<file path="src/rtl/window_stream_ctrl_if.sv">
// Pixel-stream and window handshake bundle for window_stream_ctrl.
// master: the side that feeds pixels and consumes windows.
// slave:  the ingest controller itself.
interface window_stream_ctrl_if #(
  parameter int IMG_W   = 28,
  parameter int IMG_H   = 28,
  parameter int PIXEL_W = 8
);
  localparam int ROW_W = (IMG_H > 1) ? $clog2(IMG_H) : 1;
  localparam int COL_W = (IMG_W > 1) ? $clog2(IMG_W) : 1;

  logic               frame_start;
  logic [PIXEL_W-1:0] pixel_in;
  logic               pixel_valid;
  logic               pixel_ready;
  logic [PIXEL_W-1:0] buf_pixel;
  logic               buf_shift_en;
  logic               window_valid;
  logic               window_ready;
  logic [ROW_W-1:0]   window_row;
  logic [COL_W-1:0]   window_col;
  logic               frame_done;

  modport master (
    output frame_start, pixel_in, pixel_valid, window_ready,
    input  pixel_ready, buf_pixel, buf_shift_en, window_valid,
           window_row, window_col, frame_done
  );

  modport slave (
    input  frame_start, pixel_in, pixel_valid, window_ready,
    output pixel_ready, buf_pixel, buf_shift_en, window_valid,
           window_row, window_col, frame_done
  );
endinterface

</file>
<file path="src/rtl/window_stream_ctrl.sv">
// Ingest controller in front of the shifting window buffer: accepts a raster
// pixel stream, issues one buffer shift per accepted pixel, tracks the raster
// position and flags every cycle on which the buffer holds a full
// KERNEL x KERNEL window. Backpressure from the window consumer freezes the
// stream (no acceptance, no shift) until the window is taken.
// Optional feature macro: PROTOCOL_CHECK_EN adds a saturating err_count output
// counting frame_start outside IDLE and pixel_valid in IDLE or LAST.
module window_stream_ctrl #(
  parameter int IMG_W   = 28,
  parameter int IMG_H   = 28,
  parameter int KERNEL  = 9,
  parameter int PIXEL_W = 8
) (
  input  logic                 clock,
  input  logic                 reset,
  window_stream_ctrl_if.slave  bus
`ifdef PROTOCOL_CHECK_EN
  ,
  output logic [7:0]           err_count
`endif
);

  localparam int ROW_W = (IMG_H > 1) ? $clog2(IMG_H) : 1;
  localparam int COL_W = (IMG_W > 1) ? $clog2(IMG_W) : 1;
  localparam logic [ROW_W-1:0] ROW_LAST = ROW_W'(IMG_H - 1);
  localparam logic [COL_W-1:0] COL_LAST = COL_W'(IMG_W - 1);
  localparam logic [ROW_W-1:0] ROW_K1   = ROW_W'(KERNEL - 1);
  localparam logic [COL_W-1:0] COL_K1   = COL_W'(KERNEL - 1);

  typedef enum logic [1:0] {S_IDLE, S_STREAM, S_LAST} state_t;

  state_t             state, state_nxt;
  logic [ROW_W-1:0]   row_cnt, pos_row;
  logic [COL_W-1:0]   col_cnt, pos_col;
  logic               stall, accept, last_pix, win_hit;
  logic               pixel_ready_c, frame_done_c;

  logic [PIXEL_W-1:0] pix_p1;
  logic               shift_p1;
  logic               win_vld_p1;
  logic [ROW_W-1:0]   win_row_p1;
  logic [COL_W-1:0]   win_col_p1;

  // A held window blocks the stream; frame_start restarts the raster at (0,0)
  // so a pixel arriving with it is placed at the origin.
  assign stall    = win_vld_p1 && !bus.window_ready;
  assign pos_row  = bus.frame_start ? '0 : row_cnt;
  assign pos_col  = bus.frame_start ? '0 : col_cnt;
  assign last_pix = (pos_row == ROW_LAST) && (pos_col == COL_LAST);
  assign win_hit  = (pos_row >= ROW_K1) && (pos_col >= COL_K1);

  // FSM state register.
  always_ff @(posedge clock or negedge reset) begin
    if (!reset) state <= S_IDLE;
    else        state <= state_nxt;
  end

  // FSM next state, acceptance, ready and frame_done.
  always_comb begin
    state_nxt     = state;
    pixel_ready_c = 1'b0;
    frame_done_c  = 1'b0;
    accept        = 1'b0;
    case (state)
      S_IDLE: begin
        if (bus.frame_start) state_nxt = S_STREAM;
      end
      S_STREAM: begin
        pixel_ready_c = !stall;
        accept        = bus.pixel_valid && !stall;
        if (accept && last_pix) state_nxt = S_LAST;
      end
      S_LAST: begin
        if (bus.frame_start) begin
          state_nxt = S_STREAM;
        end else if (win_vld_p1 && bus.window_ready) begin
          state_nxt    = S_IDLE;
          frame_done_c = 1'b1;
        end
      end
      default: state_nxt = S_IDLE;
    endcase
  end

  // Raster position of the next pixel; holds at the last pixel until restart.
  always_ff @(posedge clock or negedge reset) begin
    if (!reset) begin
      row_cnt <= '0;
      col_cnt <= '0;
    end else if (accept) begin
      if (pos_col != COL_LAST) begin
        row_cnt <= pos_row;
        col_cnt <= pos_col + COL_W'(1);
      end else if (pos_row != ROW_LAST) begin
        row_cnt <= pos_row + ROW_W'(1);
        col_cnt <= '0;
      end else begin
        row_cnt <= pos_row;
        col_cnt <= pos_col;
      end
    end else if (bus.frame_start) begin
      row_cnt <= '0;
      col_cnt <= '0;
    end
  end

  // ---- stage p1: buffer write strobe and window flag ----
  // Shift the accepted pixel into the buffer and raise the window flag when the
  // pixel completes a window that does not straddle a row wrap.
  always_ff @(posedge clock or negedge reset) begin
    if (!reset) begin
      pix_p1     <= '0;
      shift_p1   <= 1'b0;
      win_vld_p1 <= 1'b0;
      win_row_p1 <= '0;
      win_col_p1 <= '0;
    end else begin
      shift_p1 <= accept;
      if (accept) begin
        pix_p1     <= bus.pixel_in;
        win_vld_p1 <= win_hit;
        if (win_hit) begin
          win_row_p1 <= pos_row - ROW_K1;
          win_col_p1 <= pos_col - COL_K1;
        end
      end else if (bus.frame_start || bus.window_ready) begin
        win_vld_p1 <= 1'b0;
      end
    end
  end

  assign bus.pixel_ready  = pixel_ready_c;
  assign bus.frame_done   = frame_done_c;
  assign bus.buf_pixel    = pix_p1;
  assign bus.buf_shift_en = shift_p1;
  assign bus.window_valid = win_vld_p1;
  assign bus.window_row   = win_row_p1;
  assign bus.window_col   = win_col_p1;

`ifdef PROTOCOL_CHECK_EN
  logic proto_err;
  assign proto_err = (bus.frame_start && (state != S_IDLE)) ||
                     (bus.pixel_valid && (state != S_STREAM));

  // Count protocol violations, at most one per cycle, saturating at 255.
  always_ff @(posedge clock or negedge reset) begin
    if (!reset)                               err_count <= 8'd0;
    else if (proto_err && err_count != 8'hFF) err_count <= err_count + 8'd1;
  end
`endif

endmodule
</file>
<file path="src/flat_wrapper.sv">
// flat-port wrapper written by rule: the top's interface ports become plain ports
module window_stream_ctrl_flat 
#(
  parameter int IMG_W   = 28,
  parameter int IMG_H   = 28,
  parameter int KERNEL  = 9,
  parameter int PIXEL_W = 8
)
  (clock, reset, bus_frame_start, bus_pixel_in, bus_pixel_valid, bus_window_ready, bus_pixel_ready, bus_buf_pixel, bus_buf_shift_en, bus_window_valid, bus_window_row, bus_window_col, bus_frame_done);
  window_stream_ctrl_if #(.IMG_W(IMG_W), .IMG_H(IMG_H), .PIXEL_W(PIXEL_W)) bus_i ();
  input  logic clock;
  input  logic reset;
  input wire logic [$bits(bus_i.frame_start)-1:0] bus_frame_start;
  input wire logic [$bits(bus_i.pixel_in)-1:0] bus_pixel_in;
  input wire logic [$bits(bus_i.pixel_valid)-1:0] bus_pixel_valid;
  input wire logic [$bits(bus_i.window_ready)-1:0] bus_window_ready;
  output wire logic [$bits(bus_i.pixel_ready)-1:0] bus_pixel_ready;
  output wire logic [$bits(bus_i.buf_pixel)-1:0] bus_buf_pixel;
  output wire logic [$bits(bus_i.buf_shift_en)-1:0] bus_buf_shift_en;
  output wire logic [$bits(bus_i.window_valid)-1:0] bus_window_valid;
  output wire logic [$bits(bus_i.window_row)-1:0] bus_window_row;
  output wire logic [$bits(bus_i.window_col)-1:0] bus_window_col;
  output wire logic [$bits(bus_i.frame_done)-1:0] bus_frame_done;
  assign bus_i.frame_start = bus_frame_start;
  assign bus_i.pixel_in = bus_pixel_in;
  assign bus_i.pixel_valid = bus_pixel_valid;
  assign bus_i.window_ready = bus_window_ready;
  assign bus_pixel_ready = bus_i.pixel_ready;
  assign bus_buf_pixel = bus_i.buf_pixel;
  assign bus_buf_shift_en = bus_i.buf_shift_en;
  assign bus_window_valid = bus_i.window_valid;
  assign bus_window_row = bus_i.window_row;
  assign bus_window_col = bus_i.window_col;
  assign bus_frame_done = bus_i.frame_done;
  window_stream_ctrl #(.IMG_W(IMG_W), .IMG_H(IMG_H), .KERNEL(KERNEL), .PIXEL_W(PIXEL_W)) u_core (.clock(clock), .reset(reset), .bus(bus_i));
endmodule
</file>
<file path="config.mk">
export PLATFORM = sky130hd
export DESIGN_NAME = window_stream_ctrl_flat
export DESIGN_NICKNAME = d
export VERILOG_FILES = /design/src/rtl/window_stream_ctrl_if.sv /design/src/rtl/window_stream_ctrl.sv /design/src/flat_wrapper.sv
export SDC_FILE = /design/constraint.sdc
export NUM_CORES = 1
export LEC_CHECK = 0
export CAP_MARGIN = 20
export CORE_ASPECT_RATIO = 1.4
export CORE_MARGIN = 5
export CORE_UTILIZATION = 53
export CTS_CLUSTER_DIAMETER = 50
export DETAILED_ROUTE_END_ITERATION = 12
export PLACE_DENSITY = 0.8
export SKIP_LAST_GASP = 1
export SYNTH_ARGS = -nofsm -noshare
export SYNTH_HDL_FRONTEND = slang
export SYNTH_SLANG_ARGS = --single-unit
</file>
<file path="constraint.sdc">
create_clock -name clock -period 2.8 [get_ports clock]
set_input_delay 0.56 -clock clock [delete_from_list [all_inputs] [get_ports clock]]
set_output_delay 0.56 -clock clock [all_outputs]
set_load 0.1 [all_outputs]
</file>
=== Yosys cells after proc, flatten, opt, wreduce, memory -nomap -nowiden ===
Cells that the tools add are included.

* Multiplexer cells: 20
* Add/subtract/negate cells: 4
* Reductions and logical operators: 13
* Magnitude comparators: 2
* Equal/unequal tests: 9

{| class="wikitable"
|+ Operators with widths
! cell !! count
|-
| 5-bit 2-to-1 mux || 8
|-
| 5-bit by 1-bit adder with 5-bit output (second input constant) || 2
|-
| 5-bit equality test (second input constant) || 2
|-
| 5-bit by 4-bit greater-or-equal comparator with 1-bit output (second input constant) || 2
|-
| 5-bit != test (second input constant) || 2
|-
| 5-bit by 4-bit subtractor with 5-bit output (second input constant) || 2
|-
| 2-bit 2-to-1 mux || 4
|-
| 1-bit 2-to-1 mux || 7
|-
| 1-bit logical AND || 6
|-
| 2-bit one-hot mux with 3 select lines || 1
|-
| 3-bit by 2-bit != test with 1-bit output (second input constant) || 1
|-
| 3-bit AND reduction || 1
|-
| 2-bit by 1-bit equality test with 1-bit output (second input constant) || 1
|-
| 2-bit equality test (second input constant) || 1
|-
| 1-bit logical NOT || 2
|-
| 2-bit logical NOT || 1
|-
| 2-bit by 1-bit != test with 1-bit output (second input constant) || 1
|-
| 2-bit != test (second input constant) || 1
|-
| 2-bit AND reduction || 1
|-
| 2-bit nonzero test || 1
|-
| 1-bit logical OR || 1
|}

* Output and inout port bits: 22
* Register bits: 32
* Logic and storage cells: 56

=== Depth between registers and ports, before layout ===
Gate-level depths: netlist (run 1).

* Word-level depth: 7
* Depth in mapped cells: 9

=== Worst setup path before layout (run 1) ===
Ideal clock, no wire load.

* Path type: reg-to-output
* Start point: reg u_core.win_vld_p1, in the netlist u_core.bus.window_valid
* End point: out bus_frame_done
* Data arrival time: 1.944 ns
* Path buffers: 0
* Path slack: 0.296 ns
* Stages on the path, launching flop included: 3
* Path through: dfrtp_1 -> and2_1 -> and3_1

* Longest elaborated chain between the ends: 4

{| class="wikitable"
|+ RTL lines
! item !! line !! text
|-
| from (decl) || window_stream_ctrl.sv:40 || <nowiki>logic win_vld_p1;</nowiki>
|-
| from (signal assigned) || window_stream_ctrl.sv:121 || <nowiki>win_vld_p1 <= win_hit;</nowiki>
|-
| 1-bit logical AND || window_stream_ctrl.sv:76 || <nowiki>end else if (win_vld_p1 && bus.window_ready) begin</nowiki>
|-
| 1-bit 2-to-1 mux || window_stream_ctrl.sv:76 ||
|-
| 1-bit 2-to-1 mux || window_stream_ctrl.sv:74 || <nowiki>if (bus.frame_start) begin</nowiki>
|-
| 1-bit 2-to-1 mux || window_stream_ctrl.sv:64 || <nowiki>case (state)</nowiki>
|-
| to (decl) || flat_wrapper.sv:23 || <nowiki>output wire logic [$bits(bus_i.frame_done)-1:0] bus_frame_done;</nowiki>
|}

Every way passes these cells.

=== Worst setup path in the final report (run 1) ===
* Start point: in bus_frame_start
* End point: reg u_core.win_row_p1[1], in the netlist u_core.bus.window_row[1]

* Longest elaborated chain between the ends: 4
* Elaborated cells between the ends (all ways): 7
* Classes of those cells: 1 x add/sub; 2 x order compare; 2 x mux; 2 x reduce/logical

{| class="wikitable"
|+ RTL lines
! item !! line !! text
|-
| from (decl) || flat_wrapper.sv:13 || <nowiki>input wire logic [$bits(bus_i.frame_start)-1:0] bus_frame_start;</nowiki>
|-
| 5-bit 2-to-1 mux || -- ||
|-
| via u_core.pos_col[0] || window_stream_ctrl.sv:34 || <nowiki>logic [COL_W-1:0] col_cnt, pos_col;</nowiki>
|-
| 5-bit by 4-bit greater-or-equal comparator with 1-bit output || window_stream_ctrl.sv:50 || <nowiki>assign win_hit = (pos_row >= ROW_K1) && (pos_col >= COL_K1);</nowiki>
|-
| 1-bit logical AND || window_stream_ctrl.sv:50 ||
|-
| 2-bit AND reduction (no source line) || -- ||
|-
| to (signal assigned) || window_stream_ctrl.sv:123 || <nowiki>win_row_p1 <= pos_row - ROW_K1;</nowiki>
|-
| to (decl) || window_stream_ctrl.sv:41 || <nowiki>logic [ROW_W-1:0] win_row_p1;</nowiki>
|}

The timed path passes the listed nets, and every way through them passes these cells.
A chain may end at the register's enable or synchronous reset.

==> results of run 1 <==
[registers in the layout, summed over array words and instances, names as in the netlist]
signal	cells
u_core.bus.buf_pixel	8
u_core.bus.window_col	5
u_core.bus.window_row	5
u_core.col_cnt	5
u_core.row_cnt	5
u_core.state	2
u_core.bus.buf_shift_en	1
u_core.bus.window_valid	1
[report_power, final]
group	internal, W	total, W	switching [W]
registers	0.000485	0.000499	0.0000139
logic	0.0000696	0.000271	0.000202
clock network	0.000200	0.000380	0.000181
total	0.000754	0.00115	0.000396
[cells by family (layout without fill, tap and decap cells)]
group	Yosys count	after routing	share of synthesized area [%]
and+or+nand+nor	67	67	21.42
DFF	32	32	51.74
buffers and inverters	19	68	5.577
AOI/OAI and AO/OA	13	13	5.660
muxes	13	13	9.055
adders and majority gates	6	6	4.850
xor gates and xnor gates	3	3	1.698
[cells in the mapped netlist, drive strengths merged (2+ instances only)]
cell	instances	area (um2)
inv	12	45.04
nor3	4	20.02
buf	6	37.53
nand2	37	138.9
xnor2	3	26.28
and2b	4	30.03
a21oi	2	10.01
ha	6	75.07
or3	4	25.02
o21ai	3	15.01
o41ai	2	17.52
mux2i	5	50.05
nand2b	3	26.27
and2	2	12.51
nand3	6	35.03
dfrtp	32	800.8
nor2	3	11.26
mux2	8	90.09
[layer usage]
metal / track usage, % / part of all wire, % / vias up
li1: - / - / 599
met1: 20.63 / 38 / 609
met2: 36.71 / 52 / 49
met3: 7.639 / 8.2 / 9
met4: 11.62 / 2.2 / 0
met5: 0 / 0 / -
[area by class of cell]
type	count	area, um2
Sequential cell	32	800.8
Fill cell	212	787.0
Multi-Input combinational cell	102	660.6
Timing Repair Buffer	48	415.4
Clock buffer	7	86.33
Tap cell	37	46.29
Inverter	12	45.04
Clock inverter	1	7.507
[how the worst max path moves through the flow]
stage | slack [ns] | to | depth (start not counted) | start
6_report | 0.38 | u_core.bus.window_row[1]$_DFFE_PN0P_ | 9 | bus_frame_start
5_1_grt | 0.28 | u_core.bus.window_row[1]$_DFFE_PN0P_ | 9 | bus_frame_start
4_1_cts | 0.36 | u_core.bus.window_row[0]$_DFFE_PN0P_ | 9 | bus_frame_start
3_5_place_dp | 0.08 | u_core.bus.window_row[0]$_DFFE_PN0P_ | 9 | bus_frame_start
3_3_place_gp | 0.13 | u_core.bus.window_col[3]$_DFFE_PN0P_ | 9 | bus_frame_start
2_1_floorplan | 0.30 | bus_frame_done | 2 | u_core.bus.window_valid$_DFFE_PN0P_
[stage by stage]
stage,hold WS [ns],utilization (%),area (um2),power (W)
3_3_place_gp,0.4654,69.08,1968,0.0007748
3_5_place_dp,0.4656,69.08,1968,0.0007795
2_1_floorplan,0.2644,-,1548,0.0006903
6_report,0.4716,72.38,2062,0.001151
4_1_cts,0.4752,72.38,2062,0.001158
5_1_grt,0.5130,72.38,2062,0.001190
[worst register-to-register path: stages (launching register included)]
cell	delay [ns]
dfrtp_1	0.39
and2b_1	0.18
inv_1	0.06
ha_1	0.14
inv_1	0.04
o41ai_1	0.38
nand3_1	0.16
buf_4	0.20
mux2_2	0.27
==> results_dict.tcl, run 1 <==
set metrics [dict create \
    coreArea_mm2 0.002849 \
    h-tree-depth 2 \
    drive_above_1_share_pct 27.23 \
    r2r-end "u_core.bus.window_row[1]$_DFFE_PN0P_" \
    crit_type "input pin to register" \
    dp_cells 231 \
    mostFrequentLayoutCell "nand2_1" \
    holdBufCountCts 0 \
    max_stage_delay_ns 0.55 \
    nets 220 \
    grt_pass1_vias 1392 \
    slew_headroom_pct 73.66 \
    reg2regPathDepth 8 \
    netlist_instances 153 \
    hold_start "u_core.state[0]$_DFFE_PN0P_" \
    fmax_ghz 0.4125 \
    cp_max_fo 7 \
    holdPathEnd "u_core.state[0]$_DFFE_PN0P_" \
    finalHoldViolCount 0 \
    fin_skew_ns 0.005455 \
    async_flop_share_pct 100.0 \
    area_delta_synth_final_pct 33.23 \
    vias 1266 \
    synth_edf_count 0 \
    die_x_um 55.67 \
    diodes 0 \
    finalWirelength_um 3736 \
    dp_hpwl_um 2809 \
    grt_start_max_net_pins 33 \
    tightest_slew_ns 0.3951 \
    cts_made_buffers 5 \
    crit_buf_inv 4 \
    row_count 23 \
    dieArea_mm2 0.004116 \
    crit-reg2reg-launch "u_core.col_cnt[1]$_DFF_PN0_" \
    cap_viol_max_count 0 \
    clock_path_buffers 2 \
    grtUsageTotal_pct 20.51 \
    drc 0 \
    synth_cell_types 34 \
    crit_path_start_kind "input pin" \
    gp_congestion 0.9539 \
    slowest_stage "clkdlybuf4s50_1" \
    final_cells 239 \
    power_leakage_nw 1.080 \
    critPathCaptureType "register" \
    cpLargestDelayFamily "buffers and inverters" \
    rsz0062_at_grt "false" \
    first_pass_iters 4 \
    cts_tree "built" \
    synth_flop_cell "dfrtp_1" \
    ctsRootBufferMaster "clkbuf_8" \
    post_cts_buffers 0 \
    min_period_ns 2.424 \
    power_density_mw_per_mm2 558.0 \
    cp_cell_sequence "clkdlybuf4s50_1, and2b_1, inv_1, ha_1, inv_1, o41ai_1, nand3_1, buf_4, mux2_2" \
    worst_ep_required_time_ns 2.97 \
    ir_drop_mv 0.4912 \
    syn_area_mm2 0.001548 \
    antenna_found_initial 0 \
    setup_ws_ns 0.3757 \
    grt_pass1_wl_um 6348 \
    setup_viol 0 \
    ys_seq_elements 32 \
    grt.overflow.total 0 \
    post_cts_resized 0 \
    crit_path_frequent_cell "inv_1" \
    port_buffers 34 \
    cts.sink_count 32 \
    ant_nets 0 \
    clkTransAtPathRegs_ns 0.07 \
    synth.avg_cell_area_um2 10.12 \
    timing.reg2reg.setup_slack_ns 0.87 \
    status "complete, no violations" \
    holdPathStages 1 \
    ys_seq_area_share_pct 51.74 \
    hold_class "register to register" \
    tns_ns 0 \
    slew_viol_final 0 \
    ios 35 \
    clk_latency_ns 0.29 \
    initial_core_util_pct 54.33 \
    viasPerCell 5.297 \
    wire_per_inst_um 15.63 \
    dp_slack_ns 0.07638 \
    synth_nets 172 \
    final.period_utilization_pct 86.58 \
    layout_common_cells "37 x nand2_1, 34 x buf_4, 32 x dfrtp_1, 12 x inv_1, 12 x clkdlybuf4s50_1" \
    first_iter_violations 33 \
    die_y_um 73.94 \
    yosysWarnings 0 \
    arrival_ns 2.60 \
]
(Power assumes the default switching activity.)
==> run 2, diff against run 1 <==
==> constraint.sdc (replaced) <==
create_clock -name clock -period 2.8 [get_ports clock]
set_input_delay 0.42 -clock clock [delete_from_list [all_inputs] [get_ports clock]]
set_output_delay 0.42 -clock clock [all_outputs]
set_load 0.1 [all_outputs]
==> run 2 against run 1 <==
Compared with the run above:
- die area unchanged
- global-route usage down 1.8 points
- first-iteration DRC count decreased by 45%
- maximum frequency about the same
- sequential power about the same
- register-to-register slack lost 0.17 ns
- critical path type unchanged
- clock power about the same
- largest cell class unchanged
- critical path depth fell by 2
- cell area decreased by 2.4%
- routed wire length down 8.4%
- sequential cell count did not move
==> results_dict.tcl, run 2 (synthesis results as in run 1) <==
set metrics [dict create \
    row_count 23 \
    dp_slack_ns 0.09906 \
    die_x_um 55.67 \
    cts_made_buffers 5 \
    clk_latency_ns 0.28 \
    final.period_utilization_pct 86.66 \
    dp_cells 224 \
    status "complete, no violations" \
    worst_ep_required_time_ns 2.97 \
    port_buffers 34 \
    grt_pass1_vias 1325 \
    fin_skew_ns 0.006101 \
    slew_viol_final 0 \
    viasPerCell 5.312 \
    tns_ns 0 \
    switching_share_pct 32.81 \
    grt_start_max_net_pins 33 \
    hold_class "register to register" \
    antenna_found_initial 0 \
    first_pass_iters 4 \
    first_iter_violations 18 \
    grtUsageTotal_pct 18.69 \
    diodes 0 \
    fmax_ghz 0.4121 \
    dieArea_mm2 0.004116 \
    holdBufCountCts 0 \
    slew_headroom_pct 67.80 \
    arrival_ns 2.60 \
    area_delta_synth_final_pct 29.99 \
    ant_nets 0 \
    p_clk_share_pct 33.2 \
    coreArea_mm2 0.002849 \
    finalWirelength_um 3422 \
    n_fill_cell 208 \
    finalHoldViolCount 0 \
    ir_drop_mv 0.5127 \
    grt.overflow.total 0 \
    mostFrequentLayoutCell "nand2_1" \
    crit_type "input pin to register" \
    clock_path_buffers 2 \
    power_leakage_nw 1.051 \
    power_density_mw_per_mm2 568.8 \
    layout_common_cells "37 x nand2_1, 32 x dfrtp_1, 27 x buf_4, 12 x inv_1, 12 x clkdlybuf4s50_1" \
    drc 0 \
    dp_hpwl_um 2606 \
    cts_tree "built" \
    final_cells 231 \
    ctsRootBufferMaster "clkbuf_8" \
    min_period_ns 2.426 \
    post_cts_buffers 0 \
    drive_above_1_share_pct 24.74 \
    fin_hold_ws_ns 0.4800 \
    pwr-share-seq_pct 43.7 \
    power_frac_comb_pct 23.1 \
    cts.sink_count 32 \
    largest_register_ffs 8 \
    grt_pass1_wl_um 5871 \
    rsz0062_at_grt "false" \
    cap_viol_max_count 0 \
    vias 1227 \
    cp_max_fo 7 \
    netSwitchingPower_w 0.0003755 \
    die_y_um 73.94 \
    initial_core_util_pct 54.33 \
    critPathCaptureType "register" \
    wire_per_inst_um 14.81 \
    ios 35 \
    clkTransAtPathRegs_ns 0.06 \
    setup_viol 0 \
    tightest_slew_ns 0.4825 \
    setup_ws_ns 0.3735 \
    crit_path_start_kind "input pin" \
    h-tree-depth 2 \
    post_cts_resized 0 \
    power.internal_w 0.0007689 \
    gp_congestion 0.8965 \
    nets 213 \
]
[run 2: changes by cell type in the layout (fill, tap and decap cells not counted), sizes merged]
cell      before  now
buf           36   29
clkinvlp       1    0
[run 2: path summary, 6_finish.rpt]
kind | start | endpoint | slack (ns) | depth (start not counted)
worst max-delay path | bus_frame_start | u_core.row_cnt[1]$_DFF_PN0_ | 0.37 | 7
worst min-delay path | u_core.bus.buf_pixel[5]$_DFFE_PN0P_ | u_core.bus.buf_pixel[5]$_DFFE_PN0P_ | 0.48 | 2
worst max register to register | u_core.row_cnt[0]$_DFF_PN0_ | u_core.row_cnt[1]$_DFF_PN0_ | 0.70 | 6
worst min register to register | u_core.bus.buf_pixel[5]$_DFFE_PN0P_ | u_core.bus.buf_pixel[5]$_DFFE_PN0P_ | 0.48 | 2
max in group asynchronous | reset | u_core.bus.window_col[0]$_DFFE_PN0P_ | 1.97 | 2
min in group asynchronous | reset | u_core.row_cnt[3]$_DFF_PN0_ | 0.53 | 2
[run 2: metrics by stage]
| step | utilization [%] | power [W] | instance area [um2] |
|---|---|---|---|
| after global placement | 67.24 | 0.0007702 | 1916 |
| after detailed placement | 67.24 | 0.0007749 | 1916 |
| after global routing | 70.62 | 0.001188 | 2012 |
| final | 70.62 | 0.001144 | 2012 |
| after floorplan | - | 0.0006903 | 1548 |
| after CTS | 70.62 | 0.001156 | 2012 |
[run 2: area by class of cell]
cell class	instances	area, um2	share of cell area (%)
tap	37	46.29	2.301
timing repair buffer	41	362.8	18.03
sequential	32	800.8	39.80
clock buffer	7	96.34	4.789
multi-input combinational	102	660.6	32.84
inverter	12	45.04	2.239
[run 2: power groups by stage]
stage / Combinational (W) / Clock (W) / Sequential, W
6_report: 0.000264 / 0.000380 / 0.000500
5_1_grt: 0.000277 / 0.000408 / 0.000503
3_3_place_gp: 0.000262 / 0 / 0.000508
4_1_cts: 0.000267 / 0.000388 / 0.000500
3_5_place_dp: 0.000267 / 0 / 0.000508
2_1_floorplan: 0.0000571 / 0 / 0.000633
[run 2: worst max-delay path: stages]
cell	delay, ns
clkdlybuf4s50_1	0.49
nor2b_1	0.40
ha_1	0.27
nand2_1	0.05
or3_1	0.42
nand3_1	0.19
mux2_2	0.35
[run 2: routing by layer]
metal / global-route usage (%) / up-vias / wire, um
li1: - / 586 / -
met1: 18.09 / 594 / 1276
met2: 34.47 / 39 / 1795
met3: 7.813 / 8 / 263
met4: 8.919 / 0 / 87
met5: 0 / - / 0
==> run 3, diff against run 2 <==
--- a/config.mk
+++ b/config.mk
@@ -13,6 +13,7 @@
 export DETAILED_ROUTE_END_ITERATION = 12
 export PLACE_DENSITY = 0.8
 export SKIP_LAST_GASP = 1
+export SLEW_MARGIN = 20
 export SYNTH_ARGS = -nofsm -noshare
 export SYNTH_HDL_FRONTEND = slang
 export SYNTH_SLANG_ARGS = --single-unit
==> results of run 3 <==
The final DEF is identical to that of run 2; final timing and power are the same.
